### src/rtl/airisc_wb_ahb_bridge.sv
// airisc_wb_ahb_bridge: Wishbone-classic slave to AHB-Lite single-transfer master bridge
// with error/timeout completion so the WB master is always acknowledged.
module airisc_wb_ahb_bridge #(
    parameter logic [31:0] BASE_ADDR = 32'h3000_0000,
    parameter logic [31:0] ADDR_MASK = 32'hFF00_0000,
    parameter int          TIMEOUT   = 255,
    parameter logic [31:0] ERR_DATA  = 32'hDEAD_BEEF
) (
    input  logic        wb_clk_i,
    input  logic        wb_rst_i,
    input  logic        wbs_cyc_i,
    input  logic        wbs_stb_i,
    input  logic        wbs_we_i,
    input  logic [3:0]  wbs_sel_i,
    input  logic [31:0] wbs_adr_i,
    input  logic [31:0] wbs_dat_i,
    output logic        wbs_ack_o,
    output logic [31:0] wbs_dat_o,
    output logic [31:0] haddr,
    output logic        hwrite,
    output logic [2:0]  hsize,
    output logic [2:0]  hburst,
    output logic        hmastlock,
    output logic [3:0]  hprot,
    output logic [1:0]  htrans,
    output logic [31:0] hwdata,
    input  logic [31:0] hrdata,
    input  logic        hready,
    input  logic        hresp,
    input  logic        err_clr_i,
    output logic        err_o,
    output logic        busy_o
);
    typedef enum logic [1:0] {IDLE, ADDR, DATA, ACK} state_t;
    state_t state, next_state;
    logic [9:0]  cnt;
    logic [31:0] wdata;
    logic        abort, wb_req, hit, in_phase, timed_out, fail, done, abort_now;
    logic [2:0]  size;
    logic [1:0]  off;

    assign hburst    = 3'b000;
    assign hmastlock = 1'b0;
    assign hprot     = 4'b0011;
    assign wbs_ack_o = state == ACK;
    assign busy_o    = state != IDLE;

    assign wb_req    = wbs_cyc_i & wbs_stb_i;
    assign hit       = wb_req && ((wbs_adr_i & ADDR_MASK) == BASE_ADDR);
    assign in_phase  = state == ADDR || state == DATA;
    assign timed_out = in_phase && !hready && cnt == 10'(TIMEOUT - 1);
    // an ERROR response ends the data phase on its first cycle, whatever hready says
    assign fail      = (state == DATA && hresp) || timed_out;
    assign done      = fail || (state == DATA && hready);
    assign abort_now = abort || !wb_req;

    always_comb begin
        size = 3'd2;
        off  = 2'd0;
        case (wbs_sel_i)
            4'b0011: size = 3'd1;
            4'b1100: begin size = 3'd1; off = 2'd2; end
            4'b0001: size = 3'd0;
            4'b0010: begin size = 3'd0; off = 2'd1; end
            4'b0100: begin size = 3'd0; off = 2'd2; end
            4'b1000: begin size = 3'd0; off = 2'd3; end
            default: ;
        endcase
    end

    always_comb begin
        next_state = state;
        case (state)
            IDLE: next_state = hit ? ADDR : IDLE;
            ADDR: next_state = timed_out ? (abort_now ? IDLE : ACK) : hready ? DATA : ADDR;
            DATA: next_state = done ? (abort_now ? IDLE : ACK) : DATA;
            ACK:  next_state = IDLE;
        endcase
    end

    always_ff @(posedge wb_clk_i or posedge wb_rst_i)
        if (wb_rst_i) state <= IDLE;
        else          state <= next_state;

    always_ff @(posedge wb_clk_i or posedge wb_rst_i) begin
        if (wb_rst_i) begin
            cnt       <= '0;
            wdata     <= '0;
            abort     <= 1'b0;
            haddr     <= '0;
            hwrite    <= 1'b0;
            hsize     <= '0;
            htrans    <= 2'b00;
            hwdata    <= '0;
            wbs_dat_o <= '0;
            err_o     <= 1'b0;
        end else begin
            cnt <= (state != next_state) ? '0 : (in_phase && !hready) ? cnt + 10'd1 : cnt;
            if (state == IDLE && hit) begin
                haddr  <= (wbs_adr_i & ~ADDR_MASK & 32'hFFFF_FFFC) | {30'd0, off};
                hwrite <= wbs_we_i;
                hsize  <= size;
                wdata  <= wbs_dat_i;
                htrans <= 2'b10;
                abort  <= 1'b0;
            end else if (in_phase && !wb_req) begin
                abort <= 1'b1;
            end
            if (state == ADDR && (hready || timed_out)) htrans <= 2'b00;
            if (state == ADDR && hready) hwdata <= wdata;
            if (done) wbs_dat_o <= fail ? ERR_DATA : hwrite ? 32'd0 : hrdata;
            err_o <= fail ? 1'b1 : err_clr_i ? 1'b0 : err_o;
        end
    end
endmodule

### config.mk
export PLATFORM = sky130hd
export DESIGN_NAME = airisc_wb_ahb_bridge
export DESIGN_NICKNAME = d
export VERILOG_FILES = /design/src/rtl/airisc_wb_ahb_bridge.sv
export SDC_FILE = /design/constraint.sdc
export NUM_CORES = 1
export LEC_CHECK = 0
export CORE_UTILIZATION = 43
export DETAILED_ROUTE_END_ITERATION = 6
export MAX_ROUTING_LAYER = met4
export PLACE_DENSITY = 0.82
export REMOVE_ABC_BUFFERS = 1
export SYNTH_ARGS = -nofsm -noshare
export SYNTH_HDL_FRONTEND = slang
export SYNTH_SLANG_ARGS = --single-unit
### constraint.sdc
create_clock -name wb_clk_i -period 7.3 [get_ports wb_clk_i]
set_clock_uncertainty 0.15 [all_clocks]
set_input_delay 1.825 -clock wb_clk_i [delete_from_list [all_inputs] [get_ports wb_clk_i]]
set_output_delay 1.825 -clock wb_clk_i [all_outputs]
set_load 0.05 [all_outputs]
# After elaboration in Yosys (flattened, before gate mapping)
# Index checks and enable logic that the tools add are counted.
dict set report op_classes {
  addsub 1
  multipliers 0
  n_div 0
  magnitude_cmp 0
  n_eq_ne 12
  shift 0
  muxes 18
  bitwise_logic 2
  reduce_logical 25
}
# op count
set op_table {}
lappend op_table {{$mux 32} 2}
lappend op_table {{$or 24x2->24} 1}
lappend op_table {{$mux 10} 2}
lappend op_table {{$mux 2} 6}
lappend op_table {{$add 10x1->10 const B} 1}
lappend op_table {{$eq 10x8->1 const B} 1}
lappend op_table {{$reduce_bool 2->1} 5}
lappend op_table {{$logic_and 1x1->1} 9}
lappend op_table {{$eq 4x2->1 const B} 2}
lappend op_table {{$eq 4x4->1 const B} 2}
lappend op_table {{$eq 8x6->1 const B} 1}
lappend op_table {{$pmux 2 s4} 1}
lappend op_table {{$pmux 2 s3} 1}
lappend op_table {{$logic_or 1x1->1} 5}
lappend op_table {{$mux 1} 5}
lappend op_table {{$eq 2x2->1 const B} 2}
lappend op_table {{$eq 4x1->1 const B} 1}
lappend op_table {{$eq 4x3->1 const B} 1}
lappend op_table {{$pmux 2 s2} 1}
lappend op_table {{$reduce_or 2->1} 2}
lappend op_table {{$reduce_or 4->1} 1}
lappend op_table {{$eq 2x1->1 const B} 1}
lappend op_table {{$logic_not 1->1} 2}
lappend op_table {{$logic_not 2->1} 1}
lappend op_table {{other kinds (2)} 2}
dict set report totals {
  regBits 148
  latch_bits 0
  ramBits 0
  mem_bits_ro 0
  in_bits 108
  n_memories 0
}

# Logic depth before layout (Yosys ltp)
dict set report depth {
  ltp_word 10
  depth_mapped 9
}

# Least setup slack after synthesis
# OpenSTA, ideal clock, no wires.
dict set report synth_timing {
  path_type {in2reg}
  from {in wbs_stb_i}
  to {reg cnt[0]}
  setup_ns 0.141
  arrival_ns 3.166
  required_ns 7.009
  setup_slack_ns 3.843
  path_stages 6
  path_buffers 1
  cell_sequence {and3b_1 > buf_2 > nor4_1 > or4b_1 > a41oi_4 > nor3_1}
}
dict set report synth_via {
  elab_chain_cells 8
  elab_cells_between_ends 12
  classes_between {eq/ne: 1; mux: 6; bitwise: 1; reduce/logical: 4}
}
# element line_no
set synth_lines {}
lappend synth_lines {{start: declaration} 12} ;# input logic wbs_stb_i,
lappend synth_lines {{$and 1x1->1 (*)} 48} ;# assign wb_req = wbs_cyc_i & wbs_stb_i;
lappend synth_lines {{$logic_not 1->1} 55} ;# assign abort_now = abort || !wb_req;
lappend synth_lines {{$logic_or 1x1->1} 55}
lappend synth_lines {{$mux 2} {75, 76}}
lappend synth_lines {{$mux 2 (on tied branches)} {76, 75}}
lappend synth_lines {{$pmux 2 s4 (*)} 73} ;# case (state)
lappend synth_lines {{$ne 2x2->1 (*)} 98} ;# cnt <= (state != next_state) ? '0 : (in_phase && !hready) ? cnt + 10'd1 : cnt;
lappend synth_lines {{$mux 10 or $reduce_bool 2->1 (tied branches)} --}
lappend synth_lines {{end signal: assignment} 98}
lappend synth_lines {{end: declaration} 36} ;# logic [9:0] cnt;
# Mark *: on every way between the ends. The rest lies on a longest branch, timed or not.
# A chain may end at the register's enable or synchronous reset.

# Final worst setup path
dict set report layout_timing {
  from {in wbs_adr_i[31]}
  to {reg wdata[14]}
}
dict set report layout_via {
  elab_chain_cells 3
}
# element line_no
set layout_lines {}
lappend layout_lines {{start: declaration} 15} ;# input logic [31:0] wbs_adr_i,
lappend layout_lines {{$eq 8x6->1} 49} ;# assign hit = wb_req && ((wbs_adr_i & ADDR_MASK) == BASE_ADDR);
lappend layout_lines {{$logic_and 1x1->1} 49}
lappend layout_lines {{$logic_and 1x1->1} 99} ;# if (state == IDLE && hit) begin
lappend layout_lines {{end signal: assignment} 103} ;# wdata <= wbs_dat_i;
lappend layout_lines {{end: declaration} 37} ;# logic [31:0] wdata;
# No other way between the ends.

==> run metrics <==
Reg area 0.00345 mm2; crit path time final around 4.3 ns; Post-Route WL 14.6 mm; timing-limited maximum frequency 232 MHz; number of sinks handled by clock tree synthesis 138; sequential fraction of the synthesis area 57.6%; clock buffer count from CTS 17; outcome finished, final reports clean; summed area of non-filler cells in the final layout 0.00868 mm2; number of I/O port buffers 200; gpl congestion 0.825; # setup viols final 0; global-route met2 utilization 36.1%; Skew-Pair Late Insertion Delay 0.41 ns; via count of the first global-routing pass 4780; global-route wire length before repair 23.2 mm; total negative setup slack 0 ns; number of enable-type register cells in the synthesized netlist 0; fraction of layout instances using a drive strength above 1 between 10% and 20%; synth unique cells 47; type of element capturing the critical path register; post-detail-place hpwl 10.0 mm; async set or reset register ratio after synthesis 100%; arrival time at the worst endpoint 4.52 ns; hold buffer count at cts 0; number of DRC violations after detailed routing 0; most frequent cells in the layout 200 x sky130_fd_sc_hd__nand2_1, 200 x sky130_fd_sc_hd__clkdlybuf4s50_1, 138 x sky130_fd_sc_hd__dfrtp_1, 34 x sky130_fd_sc_hd__nor3b_1, 33 x sky130_fd_sc_hd__a21oi_1; total leakage power 0.00423 uW; post-placement cell area between 0.008 and 0.009 mm2; drt initial violations 174; htree depth 4; RSZ-0062 raised after global routing false; Mapped Cells 583; chip height 120 um; Fill cells 1041; sort of element at the start of the critical path primary input; number of antenna diodes 0; count of endpoints failing hold in the final timing report 0; area of the multi-input gates around 0.0023 mm2; Critical Path RT roughly 7.5 ns; die boundary width 120 um; flip-flop and latch count after synthesis 138; destination of the worst register-to-register timing path wdata[14]; chain of cells forming the critical path clkdlybuf4s50_1 > nor4b_1 > and2_1 > and3_2 > nand2_1 > nand2_1; r2r worst-path depth 7; power per cell area 207 mW/mm2; flop2flop setup slack 4.43 ns; Worst Path Max Fanout 57; Worst Min Path Start wdata[3]; DRT antenna net count 0; aggregate global-route resource usage about 21%; type of the worst min-delay path reg -> reg; TritonCTS clock tree done; syn_area_per_cell between 10 and 15 um2; Post-CTS Setup Inserts 0; initial core utilization roughly 45%; Hold EP wdata[3]; CP max stage cell sky130_fd_sc_hd__and3_2; cell repeated most along the worst path sky130_fd_sc_hd__nand2_1; average wire length per cell after detail routing 15.2 um; number of nets in the final layout 889; Ys Warns 0; worst hold stages 2; maximum number of pins on one net before global-route repair 83; antenna violations before repair 0; fin crit share 59.1%; buffer depth of the longest clock path 2; reported max-cap violation count 0; std cell rows 42; Least-Margin Pin Slew ~1.1 ns; peak ir drop on the vdd network about 0.00012 V; top cell type by total area after synthesis sky130_fd_sc_hd__dfrtp_1; layer carrying the most global-route usage met2; post-route total power 1800 uW; Slew HR 25.2%; clock-pin slew of the registers on the worst-case setup and hold paths 0.06 ns; predominant post-synthesis flop cell sky130_fd_sc_hd__dfrtp_1; CTS-repair resized insts 0; number of max-slew violations in the final report 0; classification of the worst setup path in -> reg; number of top-level design ports roughly 220; Vias per Instance ~5; CORE AREA ~0.013 mm2; met3 demand-to-capacity share in global routing about 6%; vias after detailed routing 4742; synth top area cells sky130_fd_sc_hd__dfrtp_1 58%, sky130_fd_sc_hd__nand2_1 13%, sky130_fd_sc_hd__mux2_2 6.0%; largest stage delay on the critical path about 0.95 ns; number of iterations in the first detailed-routing pass 4; M1 GR Usage 24.5%; launch instance of the worst register-to-register path state[0]; grt ovf 0; Util after Layout 64.8%; fraction of synthesized cell area taken by the top area cell type 57.6%; area grow syn2layout 44.9%; post-synthesis instance area 0.00599 mm2; clock root buffer sky130_fd_sc_hd__clkbuf_16; die area 0.0144 mm2
-- layer usage --
metal	up-vias	part of all wire (%)
li1	2279	-
met1	2249	41
met2	194	50
met3	20	7.5
met4	0	1.3
met5	-	0
-- worst max path at each step --
stage | from | endpoint | slack [ns] | cells after the start
after floorplan | wb_rst_i | abort | 1.63 | 1
after global placement | wbs_adr_i[25] | haddr[17] | 2.69 | 6
after detailed placement | wbs_adr_i[31] | wdata[13] | 2.49 | 6
after CTS | wbs_adr_i[31] | wdata[14] | 2.93 | 6
after global routing | wbs_adr_i[31] | wdata[14] | 2.84 | 6
final | wbs_adr_i[31] | wdata[14] | 2.98 | 6
-- critical path, delay by kind of cell --
family | cells | cell delay, ns
and+or+nand+nor | 5 | 2.24
buffers and inverters | 1 | 0.42
-- state kept, by name, summed over array words and instances, names as in the netlist, 2 cells and up --
| signal | count |
|---|---|
| wdata | 32 |
| hwdata | 32 |
| wbs_dat_o | 32 |
| hsize | 2 |
| cnt | 10 |
| state | 2 |
| haddr | 24 |
-- power breakdown --
part	switching (uW)	internal (uW)	leakage [uW]	total [uW]
Sequential	5.19	775	0.00192	780
Combinational	71.4	64.9	0.00202	136
Clock	326	559	0.000289	885
-- stage by stage --
step                      setup slack [ns]  instances  hold WS, ns
after floorplan                       1.63        552        0.285
after detailed placement              2.49        931        0.304
after CTS                             2.93        963        0.315
after global routing                  2.84        963        0.334
after global placement                2.69        931        0.295
final                                 2.98        963        0.310
-- cell usage after synthesis (all sizes together) (2+ instances only) --
cell type,instances
o21ai,4
nor2,12
o41ai,3
ha,7
nor3b,34
nor4,2
dfrtp,138
nor3,10
conb,2
a21oi,34
clkbuf,20
and2,2
nand2,202
inv,6
nor4b,2
mux2,32
buf,27
a2111oi,2
nand4,4
and3,4
xnor2,3
nand3,6
xor2,9
-- layout make-up --
class | count | share of cell area (%)
tap | 176 | 2.54
clock buffer | 20 | 5.26
inverter | 6 | 0.317
multi-input combinational | 408 | 26.9
sequential | 138 | 39.8
timing repair buffer | 203 | 23.3
clock inverter | 12 | 1.89
-- logic make-up (layout without fill, tap and decap cells) --
kind of cell / count (synthesis) / in the layout / share of synthesized area, %
and+or+nand+nor: 289 / 289 / 22.2
DFF: 138 / 138 / 57.6
buffers and inverters: 53 / 241 / 4.61
AOI/OAI and AO/OA: 50 / 50 / 6.12
muxes: 32 / 32 / 6.01
xor gates and xnor gates: 12 / 12 / 1.88
adders and majority gates: 7 / 7 / 1.46
other: 2 / 18 / 0.125
(Power assumes the default switching activity.)
